File: config.mk
export PLATFORM = sky130hd
export DESIGN_NAME = alu_pipe_flat
export DESIGN_NICKNAME = d
export VERILOG_FILES = /design/src/rtl/alu_pkg.sv /design/src/rtl/alu_if.sv /design/src/rtl/alu_core.sv /design/src/rtl/alu_pipe.sv /design/src/flat_wrapper.sv
export SDC_FILE = /design/constraint.sdc
export NUM_CORES = 1
export LEC_CHECK = 0
export CORE_AREA = 2 2 196 179
export DETAILED_ROUTE_END_ITERATION = 10
export DIE_AREA = 0 0 198 181
export GPL_TIMING_DRIVEN = 0
export HOLD_SLACK_MARGIN = 0.08
export PLACE_DENSITY_LB_ADDON = 0.2
export SLEW_MARGIN = 20
export SYNTH_ARGS = -nofsm -noshare
export SYNTH_HDL_FRONTEND = slang
export SYNTH_SLANG_ARGS = --single-unit
File: constraint.sdc
create_clock -name clk -period 6.65 [get_ports clk]
set_input_delay 0.665 -clock clk [delete_from_list [all_inputs] [get_ports clk]]
set_output_delay 0.665 -clock clk [all_outputs]
set_load 0.1 [all_outputs]
File: src/rtl/alu_pkg.sv
// Opcode numbering shared by the decoder, the reservation station and the ALU.
// The multiply opcodes (38-41) are only executed when ALU_MUL_EN is defined.
package alu_pkg;
  localparam int OP_W = 6;

  localparam logic [OP_W-1:0] OP_LUI    = 6'd1;
  localparam logic [OP_W-1:0] OP_AUIPC  = 6'd2;
  localparam logic [OP_W-1:0] OP_JAL    = 6'd3;
  localparam logic [OP_W-1:0] OP_JALR   = 6'd4;
  localparam logic [OP_W-1:0] OP_BEQ    = 6'd5;
  localparam logic [OP_W-1:0] OP_BNE    = 6'd6;
  localparam logic [OP_W-1:0] OP_BLT    = 6'd7;
  localparam logic [OP_W-1:0] OP_BGE    = 6'd8;
  localparam logic [OP_W-1:0] OP_BLTU   = 6'd9;
  localparam logic [OP_W-1:0] OP_BGEU   = 6'd10;
  localparam logic [OP_W-1:0] OP_LB     = 6'd11;
  localparam logic [OP_W-1:0] OP_LH     = 6'd12;
  localparam logic [OP_W-1:0] OP_LW     = 6'd13;
  localparam logic [OP_W-1:0] OP_LBU    = 6'd14;
  localparam logic [OP_W-1:0] OP_LHU    = 6'd15;
  localparam logic [OP_W-1:0] OP_SB     = 6'd16;
  localparam logic [OP_W-1:0] OP_SH     = 6'd17;
  localparam logic [OP_W-1:0] OP_SW     = 6'd18;
  localparam logic [OP_W-1:0] OP_ADDI   = 6'd19;
  localparam logic [OP_W-1:0] OP_SLTI   = 6'd20;
  localparam logic [OP_W-1:0] OP_SLTIU  = 6'd21;
  localparam logic [OP_W-1:0] OP_XORI   = 6'd22;
  localparam logic [OP_W-1:0] OP_ORI    = 6'd23;
  localparam logic [OP_W-1:0] OP_ANDI   = 6'd24;
  localparam logic [OP_W-1:0] OP_SLLI   = 6'd25;
  localparam logic [OP_W-1:0] OP_SRLI   = 6'd26;
  localparam logic [OP_W-1:0] OP_SRAI   = 6'd27;
  localparam logic [OP_W-1:0] OP_ADD    = 6'd28;
  localparam logic [OP_W-1:0] OP_SUB    = 6'd29;
  localparam logic [OP_W-1:0] OP_SLL    = 6'd30;
  localparam logic [OP_W-1:0] OP_SLT    = 6'd31;
  localparam logic [OP_W-1:0] OP_SLTU   = 6'd32;
  localparam logic [OP_W-1:0] OP_XOR    = 6'd33;
  localparam logic [OP_W-1:0] OP_SRL    = 6'd34;
  localparam logic [OP_W-1:0] OP_SRA    = 6'd35;
  localparam logic [OP_W-1:0] OP_OR     = 6'd36;
  localparam logic [OP_W-1:0] OP_AND    = 6'd37;
  localparam logic [OP_W-1:0] OP_MUL    = 6'd38;
  localparam logic [OP_W-1:0] OP_MULH   = 6'd39;
  localparam logic [OP_W-1:0] OP_MULHSU = 6'd40;
  localparam logic [OP_W-1:0] OP_MULHU  = 6'd41;
endpackage

File: src/rtl/alu_if.sv
// RS-side issue handshake and ROB/CDB-side result handshake of alu_pipe.
// master = surrounding pipeline, slave = the ALU block.
interface alu_if #(parameter int XLEN = 32, parameter int TAG_W = 4);
  import alu_pkg::*;
  logic             in_valid;
  logic             in_ready;
  logic [OP_W-1:0]  in_op;
  logic [XLEN-1:0]  in_a;
  logic [XLEN-1:0]  in_b;
  logic [TAG_W-1:0] in_tag;
  logic             out_valid;
  logic             out_ready;
  logic [TAG_W-1:0] out_tag;
  logic [XLEN-1:0]  out_result;
  logic             out_illegal;

  modport master (
    output in_valid, in_op, in_a, in_b, in_tag, out_ready,
    input  in_ready, out_valid, out_tag, out_result, out_illegal
  );
  modport slave (
    input  in_valid, in_op, in_a, in_b, in_tag, out_ready,
    output in_ready, out_valid, out_tag, out_result, out_illegal
  );
endinterface

File: src/rtl/alu_core.sv
// Combinational ALU: op/a/b -> result, illegal. Unsupported opcodes give 0.
// Config macro: ALU_MUL_EN adds MUL/MULH/MULHSU/MULHU (opcodes 38-41).
module alu_core import alu_pkg::*; #(parameter int XLEN = 32) (
  input  logic [OP_W-1:0] op,
  input  logic [XLEN-1:0] a,
  input  logic [XLEN-1:0] b,
  output logic [XLEN-1:0] result,
  output logic            illegal
);
  localparam int SW = $clog2(XLEN);

  logic [SW-1:0]   sh;
  logic [XLEN-1:0] sum;
  logic            lt_s, lt_u;

  assign sh   = b[SW-1:0];
  assign sum  = a + b;
  assign lt_s = $signed(a) < $signed(b);
  assign lt_u = a < b;

  function automatic logic [XLEN-1:0] flag(input logic c);
    return {{(XLEN-1){1'b0}}, c};
  endfunction

`ifdef ALU_MUL_EN
  // One 2*XLEN multiplier; operand extension picks the signedness.
  logic [2*XLEN-1:0] ma, mb, prod;
  always_comb begin
    ma = {{XLEN{1'b0}}, a};
    mb = {{XLEN{1'b0}}, b};
    if (op == OP_MULH || op == OP_MULHSU) ma = {{XLEN{a[XLEN-1]}}, a};
    if (op == OP_MULH)                    mb = {{XLEN{b[XLEN-1]}}, b};
    prod = ma * mb;
  end
`endif

  always_comb begin
    result  = '0;
    illegal = 1'b0;
    case (op)
      OP_LUI:                                  result = b;
      OP_AUIPC, OP_JAL, OP_LB, OP_LH, OP_LW,
      OP_LBU, OP_LHU, OP_SB, OP_SH, OP_SW,
      OP_ADDI, OP_ADD:                         result = sum;
      OP_JALR:                                 result = sum & {{(XLEN-1){1'b1}}, 1'b0};
      OP_BEQ:                                  result = flag(a == b);
      OP_BNE:                                  result = flag(a != b);
      OP_BLT, OP_SLT, OP_SLTI:                 result = flag(lt_s);
      OP_BGE:                                  result = flag(!lt_s);
      OP_BLTU, OP_SLTU, OP_SLTIU:              result = flag(lt_u);
      OP_BGEU:                                 result = flag(!lt_u);
      OP_SUB:                                  result = a - b;
      OP_XOR, OP_XORI:                         result = a ^ b;
      OP_OR, OP_ORI:                           result = a | b;
      OP_AND, OP_ANDI:                         result = a & b;
      OP_SLL, OP_SLLI:                         result = a << sh;
      OP_SRL, OP_SRLI:                         result = a >> sh;
      OP_SRA, OP_SRAI:                         result = $signed(a) >>> sh;
`ifdef ALU_MUL_EN
      OP_MUL:                                  result = prod[XLEN-1:0];
      OP_MULH, OP_MULHSU, OP_MULHU:            result = prod[2*XLEN-1:XLEN];
`endif
      default:                                 illegal = 1'b1;
    endcase
  end
endmodule

File: src/rtl/alu_pipe.sv
// Pipelined ALU: one registered execute stage (E1) feeding a DEPTH-entry result
// queue toward the ROB/CDB. Config macro ALU_MUL_EN is handled in alu_core.
module alu_pipe import alu_pkg::*; #(
  parameter int XLEN  = 32,
  parameter int TAG_W = 4,
  parameter int DEPTH = 4
) (
  input  logic clk,
  input  logic rst,
  input  logic rdy,
  input  logic flush,
  alu_if.slave bus
);
  localparam int PW = $clog2(DEPTH);
  localparam int CW = PW + 1;
  localparam logic [PW-1:0] PTR_ONE = 1;

  logic             e1_valid;
  logic [OP_W-1:0]  e1_op;
  logic [XLEN-1:0]  e1_a, e1_b, e1_result;
  logic [TAG_W-1:0] e1_tag;
  logic             e1_illegal;

  logic [XLEN-1:0]  q_result  [DEPTH];
  logic [TAG_W-1:0] q_tag     [DEPTH];
  logic             q_illegal [DEPTH];
  logic [PW-1:0]    wr_ptr, rd_ptr;
  logic [CW-1:0]    count;

  logic adv, accept, push, pop;

  alu_core #(.XLEN(XLEN)) u_core (
    .op(e1_op), .a(e1_a), .b(e1_b), .result(e1_result), .illegal(e1_illegal)
  );

  // Credit counts the op sitting in E1 so it always has a queue slot next edge;
  // a pop in the same cycle is deliberately not credited.
  assign bus.in_ready    = !flush && ((count + CW'(e1_valid)) < CW'(DEPTH));
  assign bus.out_valid   = (count != '0);
  assign bus.out_result  = bus.out_valid ? q_result[rd_ptr]  : '0;
  assign bus.out_tag     = bus.out_valid ? q_tag[rd_ptr]     : '0;
  assign bus.out_illegal = bus.out_valid ? q_illegal[rd_ptr] : 1'b0;

  assign adv    = rdy && !flush;
  assign accept = adv && bus.in_valid && bus.in_ready;
  assign push   = adv && e1_valid;
  assign pop    = adv && bus.out_valid && bus.out_ready;

  always_ff @(posedge clk or posedge rst) begin
    if (rst) begin
      e1_valid <= 1'b0;
      e1_op    <= '0;
      e1_a     <= '0;
      e1_b     <= '0;
      e1_tag   <= '0;
      wr_ptr   <= '0;
      rd_ptr   <= '0;
      count    <= '0;
    end else if (rdy) begin
      if (flush) begin
        e1_valid <= 1'b0;
        wr_ptr   <= '0;
        rd_ptr   <= '0;
        count    <= '0;
      end else begin
        e1_valid <= accept;
        if (accept) begin
          e1_op  <= bus.in_op;
          e1_a   <= bus.in_a;
          e1_b   <= bus.in_b;
          e1_tag <= bus.in_tag;
        end
        if (push) wr_ptr <= wr_ptr + PTR_ONE;
        if (pop)  rd_ptr <= rd_ptr + PTR_ONE;
        count <= count + CW'(push) - CW'(pop);
      end
    end
  end

  // Queue storage needs no reset: the head is masked while count is zero.
  always_ff @(posedge clk) begin
    if (push) begin
      q_result[wr_ptr]  <= e1_result;
      q_tag[wr_ptr]     <= e1_tag;
      q_illegal[wr_ptr] <= e1_illegal;
    end
  end
endmodule

File: src/flat_wrapper.sv
// flat-port wrapper written by rule: the top's interface ports become plain ports
module alu_pipe_flat import alu_pkg::*;
#(
  parameter int XLEN  = 32,
  parameter int TAG_W = 4,
  parameter int DEPTH = 4
)
  (clk, rst, rdy, flush, bus_in_valid, bus_in_op, bus_in_a, bus_in_b, bus_in_tag, bus_out_ready, bus_in_ready, bus_out_valid, bus_out_tag, bus_out_result, bus_out_illegal);
  alu_if #(.XLEN(XLEN), .TAG_W(TAG_W)) bus_i ();
  input  logic clk;
  input  logic rst;
  input  logic rdy;
  input  logic flush;
  input wire logic [$bits(bus_i.in_valid)-1:0] bus_in_valid;
  input wire logic [$bits(bus_i.in_op)-1:0] bus_in_op;
  input wire logic [$bits(bus_i.in_a)-1:0] bus_in_a;
  input wire logic [$bits(bus_i.in_b)-1:0] bus_in_b;
  input wire logic [$bits(bus_i.in_tag)-1:0] bus_in_tag;
  input wire logic [$bits(bus_i.out_ready)-1:0] bus_out_ready;
  output wire logic [$bits(bus_i.in_ready)-1:0] bus_in_ready;
  output wire logic [$bits(bus_i.out_valid)-1:0] bus_out_valid;
  output wire logic [$bits(bus_i.out_tag)-1:0] bus_out_tag;
  output wire logic [$bits(bus_i.out_result)-1:0] bus_out_result;
  output wire logic [$bits(bus_i.out_illegal)-1:0] bus_out_illegal;
  assign bus_i.in_valid = bus_in_valid;
  assign bus_i.in_op = bus_in_op;
  assign bus_i.in_a = bus_in_a;
  assign bus_i.in_b = bus_in_b;
  assign bus_i.in_tag = bus_in_tag;
  assign bus_i.out_ready = bus_out_ready;
  assign bus_in_ready = bus_i.in_ready;
  assign bus_out_valid = bus_i.out_valid;
  assign bus_out_tag = bus_i.out_tag;
  assign bus_out_result = bus_i.out_result;
  assign bus_out_illegal = bus_i.out_illegal;
  alu_pipe #(.XLEN(XLEN), .TAG_W(TAG_W), .DEPTH(DEPTH)) u_core (.clk(clk), .rst(rst), .rdy(rdy), .flush(flush), .bus(bus_i));
endmodule
# After elaboration in Yosys (flattened, before gate mapping)
# Memories as Yosys holds them, arrays and structs flattened.
# Index checks and enable logic that the tools add are counted.
# totals
reg_bits	82
mem_bits_rw	148
in_bits	80
output_inout_bits	39
word_cells	106
n_memories	3
# op_classes
add_sub_neg	7
magnitude_cmp	3
n_eq_ne	39
n_shift	3
n_mux	13
bitwise_logic	4
reduce_logical	26
# memory_table
memory	words	word_bits	read_ports	rd_clocked_by_memory_dff	write_ports	line_no	text
u_core.q_result	4	32	1	0	1	alu_pipe.sv:24	logic [XLEN-1:0] q_result [DEPTH];
u_core.q_tag	4	4	1	0	1	alu_pipe.sv:25	logic [TAG_W-1:0] q_tag [DEPTH];
u_core.q_illegal	4	1	1	0	1	alu_pipe.sv:26	logic q_illegal [DEPTH];
# ops
operator	count
32-bit one-hot mux with 16 select lines	1
6-bit by 5-bit equality test with 1-bit output (second input constant)	16
32-bit < comparator	2
6-bit by 4-bit equality test with 1-bit output (second input constant)	8
37-bit OR reduction	1
6-bit equality test (second input constant)	6
32-bit adder	1
32-bit AND	1
32-bit equality test	1
32-bit two-way mux	1
32-bit != test	1
32-bit bitwise OR	1
32-bit by 5-bit left shift with 32-bit output	1
32-bit by 5-bit right shift with 32-bit output	1
32-bit by 5-bit >>> shifter with 32-bit output	1
32-bit subtractor	1
32-bit XOR	1
6-bit by 3-bit equality test with 1-bit output (second input constant)	4
6-bit by 2-bit equality test with 1-bit output (second input constant)	2
12-bit OR reduction	1
2-bit OR reduction	6
2-bit two-way mux	4
1-bit logical AND	7
3-bit by 1-bit adder with 3-bit output	2
other kinds (14)	24

# Logic depth before layout (Yosys ltp)
# depth
ltp_word	6
ltp_mapped	15
depth_no_buf	13

# Hierarchy
# From an unflattened synthesis, not the netlist that was laid out.
# unflattened
cells_unflattened	1843
area_unflattened_um2	17850.9
# by_module_without_submodules
mod	n_inst	cells_each	area_per_inst_um2	seq_area_each_um2
alu_pipe	1	455	8934.8	6496.2
alu_core	1	1388	8916.1	0.0

# Worst setup path before layout
# Ideal clock, no wire load.
# synth_path
path_kind	reg-to-reg
start	reg u_core.e1_b[2]
end	mem u_core.q_result[0][29], data pin
setup_time_ns	0.289
arrival_time_ns	3.832
required_ns	6.361
slack_ns	2.529
path_stages_with_launch	16
n_path_buf	4
period_less_slack_ns	4.121
path_cell_list	dfrtp_1 inv_2 buf_2 buf_1 clkbuf_1 ha_1 buf_6 o211ai_2 o21ai_2 a31o_1 a311oi_4 o21ai_1 a31o_1 a2111o_1 o2111ai_1 o311ai_2
# synth_via
elab_chain_len	2
word_cells_on_any_way	6
classes_between	add/sub: 2; shift: 3; mux: 1
# synth_rtl
element	line_no	text
from (decl)	alu_pipe.sv:20	logic [XLEN-1:0] e1_a, e1_b, e1_result;
from (signal assigned)	alu_pipe.sv:70	e1_b <= bus.in_b;
32-bit subtractor, or another cell as far along	alu_core.sv:52	OP_SUB: result = a - b;
32-bit one-hot mux with 16 select lines (*)	alu_core.sv:40	case (op)
named net u_core.e1_result[29]	alu_pipe.sv:20	
to (decl)	alu_pipe.sv:24	
# Mark *: on every way through the listed nets, which the timed path passes. The rest lies on a longest branch.

# Final worst setup path
# layout_path
start	reg u_core.e1_b[3]
end	mem u_core.q_result[0][31], data pin
# The elaborated chain is that of the path after synthesis.

==> summary.md <==
| Metric | Value |
|---|---|
| Netlist cell types | `92` |
| Actual slew at the worst max-slew pin | `1.269 ns` |
| Tmin final | `6.239 ns` |
| Die ar. | `35,840 µm²` |
| CP Class | `flop to flop` |
| Most used DFF post-synth | `edfxtp_1` |
| Area growth from synthesis to layout | `14.49%` |
| Seq/Total Area, Yosys | `0.3543` |
| Detailed Route Iter0 Violations | `2,785` |
| Initial antenna violation count | `1` |
| Yosys warns | `0` |
| DR WL met2 | `34,480 µm` |
| PortBufs | `118` |
| Critical Path RT | `6.91 ns` |
| Critical Path AT | `6.50 ns` |
| Power Internal | `4824 µW` |
| Synthesized area | `18,330 µm²` |
| Setup violators final | `0` |
| Status | `completed` |
| Initial Util | `0.5438` |
| Syn nets | `2,103` |
| Leakage | `0.007899 µW` |
| Synthesized area per cell | `9.599 µm²` |
| Seq cells post-synth | `230` |
| Most frequent cells in the layout | `175 x nand2_1, 163 x nor2_1, 162 x o21ai_0` |
| Largest net degree at the start of global routing | `58` |
| Initial DRT Pass Iterations | `6` |
| Worst setup EP type | `flop` |
| Overall Global Routing Usage | `0.4459` |
| DR DRC count | `0` |
| Post_cts resized | `0` |
| Final antenna-violating net count | `0` |
| DR vias/cell | `7.234` |
| Fin nets | `2,253` |
| GPL Wtd Cong | `1.052` |
| Pwr dens | `495.0 nW/µm²` |
| Fin. Hold Viols | `0` |
| Clock slew at reported path FFs | `0.10 ns` |
| Hold_ws | `0.4250 ns` |
| Commonest non-fill, non-tap cell in the layout | `nand2_1` |
| Critical path peak fanout | `11` |
| Unrepaired setup endpoints after global routing | `no` |
| Top Metal Used | `met5` |
| Global route total overflow | `0` |
| I/O pins | `119` |
| Die X | `198 µm` |
| Via count | `18,382` |
| Clk_lat worst skew | `0.58 ns` |
| Post-Route WL | `80,560 µm` |
| Setup Buffers After CTS | `0` |
| Final HPWL DP | `60,650 µm` |
| Wire per inst | `31.70 µm` |
| Number of diodes | `0` |
| Combinational cell fraction of total power | `0.641` |
| CP Launch Type | `flop` |
| Met3 wire len | `10,740 µm` |
| Mapped Cells | `1,910` |
| Core area | `33,710 µm²` |
| Clock power share | `0.133` |
| Row count | `64` |
| Fin. max-slew vios | `0` |
| Tcrit/Tclk final | `0.9382` |
| Clock skew | `0.04863 ns` |
| Switching Share | `0.5358` |
| CTS Root Cell | `clkbuf_16` |
| Clock sink total | `230` |
| CTS Buf Count | `25` |
| Slew headroom | `0.1483` |
| Setup TNS | `0 ns` |
| CTS tree | `yes` |
| Die Ht | `181 µm` |
| Flop pwr share | `0.226` |
| Global-route wire length before repair | `116,400 µm` |
| FFs w/ async S/R, synth | `0.3565` |
| Inst Count DP | `2,495` |
| Cell Count, Final, Fillers Out | `2,541` |
| Htree depth | `1` |
| Vias in the first global route | `17,427` |
| CTS max path bufs | `3` |
| Maxcap violations | `0` |
| Post-CTS Hold Buffers | `0` |
| Sw Pwr | `5567 µW` |
| Post-route met1 wirelength | `30,950 µm` |
| Layout cells sized above 1 | `0.1097` |
| Number of synthesized flops with an enable pin | `148` |
| VDD IR-drop max | `0.3134 mV` |
| Hold Path Class | `input port to asynchronous set/reset pin` |
| FMAX | `160.3 MHz` |
-- power groups by stage --
stage,clock network (µW),logic [µW],registers (µW)
floorplan,0,4300,2150
global placement,0,6240,2320
detailed placement,0,6290,2330
CTS,1380,6340,2310
global route,1440,6890,2340
finish,1380,6660,2350
-- worst max-delay path: stages (launching register included) --
cell	delay, ns
dfrtp_1	0.41
clkbuf_1	0.29
inv_1	0.38
clkbuf_1	0.49
clkbuf_1	0.77
ha_1	0.36
buf_2	0.18
nor3_1	0.56
o21ai_0	0.37
a21oi_1	0.40
a2111oi_2	0.20
a31oi_1	0.48
o21ai_1	0.26
o21ai_0	0.27
mux2i_1	0.11
a211o_1	0.42
-- kinds of logic after synthesis --
group                    count (synthesis)  synth area share
AO/OA/AOI/OAI                          573            0.2118
AND/OR/NAND/NOR                        572            0.1469
buffers and inverters                  256           0.05794
flip-flops                             230            0.3543
multiplexers                           162            0.1487
adder cells (fa/ha/maj)                113           0.07835
XOR/XNOR                                 4          0.001911
-- cell usage after synthesis, types with 11 or more instances --
master / count / share of area
a211oi_1: 22 / 0.0090
a21o_1: 19 / 0.0078
a21oi_1: 112 / 0.031
a221o_1: 12 / 0.0066
a221oi_1: 33 / 0.016
and2_1: 43 / 0.015
and3_1: 12 / 0.0041
buf_1: 23 / 0.0047
buf_2: 27 / 0.0074
clkbuf_1: 85 / 0.017
dfrtp_1: 82 / 0.11
edfxtp_1: 148 / 0.24
ha_1: 110 / 0.075
inv_1: 106 / 0.022
mux2_2: 18 / 0.011
mux2i_1: 55 / 0.030
mux4_2: 86 / 0.11
nand2_1: 175 / 0.036
nand2b_1: 12 / 0.0041
nand3_1: 36 / 0.0098
nand4_1: 13 / 0.0044
nor2_1: 163 / 0.033
nor2b_1: 14 / 0.0048
nor3_1: 42 / 0.011
nor4_1: 15 / 0.0051
o211ai_1: 25 / 0.010
o21ai_0: 162 / 0.044
o21ai_1: 11 / 0.0030
o21bai_1: 14 / 0.0057
o22ai_1: 16 / 0.0055
o31ai_1: 16 / 0.0066
-- metrics by stage --
stage,total power (µW),utilization,instance area (µm²),setup WS [ns]
3_5_place_dp,8629,0.5995,20210,0.8130
4_1_cts,10030,0.6226,20990,0.7932
3_3_place_gp,8557,0.5960,20090,0.7422
2_1_floorplan,6449,-,18330,2.529
5_1_grt,10670,0.6226,20990,0.3808
6_report,10390,0.6226,20990,0.4108
-- cell type report --
cell class,count,area (µm²)
buffer,147,653.1
multi-input combinational,1424,10780
clock inverter,15,121.4
fill,2724,12720
sequential,230,6496
inverter,109,414.1
clock buffer,31,658.1
timing repair buffer,123,1289
tap,462,578.1
-- state kept, by name (all words and copies together) (netlist names) --
name              count
u_core.q_result     128
u_core.e1_a          32
u_core.e1_b          32
u_core.q_tag         16
u_core.e1_op          6
u_core.e1_tag         4
u_core.q_illegal      4
u_core.count          3
u_core.rd_ptr         2
u_core.wr_ptr         2
u_core.e1_valid       1
-- routing by layer --
layer / vias to the layer above / track usage
li1: 7505 / -
met1: 9024 / 0.6170
met2: 1546 / 0.6603
met3: 305 / 0.1208
met4: 2 / 0.1907
met5: - / 0
-- path summary, 6_finish.rpt --
| path | start | endpoint | slack [ns] | depth (start not counted) |
|---|---|---|---|---|
| worst max register to register | u_core.e1_b[3]$_DFFE_PP0P_ | u_core.q_result[0][31]$_DFFE_PP_ | 0.41 | 15 |
| min in group clk | u_core.e1_tag[1]$_DFFE_PP0P_ | u_core.q_tag[0][1]$_DFFE_PP_ | 0.52 | 0 |
| worst min-delay path | rst | u_core.e1_b[2]$_DFFE_PP0P_ | 0.43 | 2 |
| worst max-delay path | u_core.e1_b[3]$_DFFE_PP0P_ | u_core.q_result[0][31]$_DFFE_PP_ | 0.41 | 15 |
| max in group asynchronous | rst | u_core.e1_op[0]$_DFFE_PP0P_ | 5.54 | 3 |
| worst min register to register | u_core.e1_tag[1]$_DFFE_PP0P_ | u_core.q_tag[0][1]$_DFFE_PP_ | 0.52 | 0 |
No activity file was read; power rests on OpenSTA's default activity.
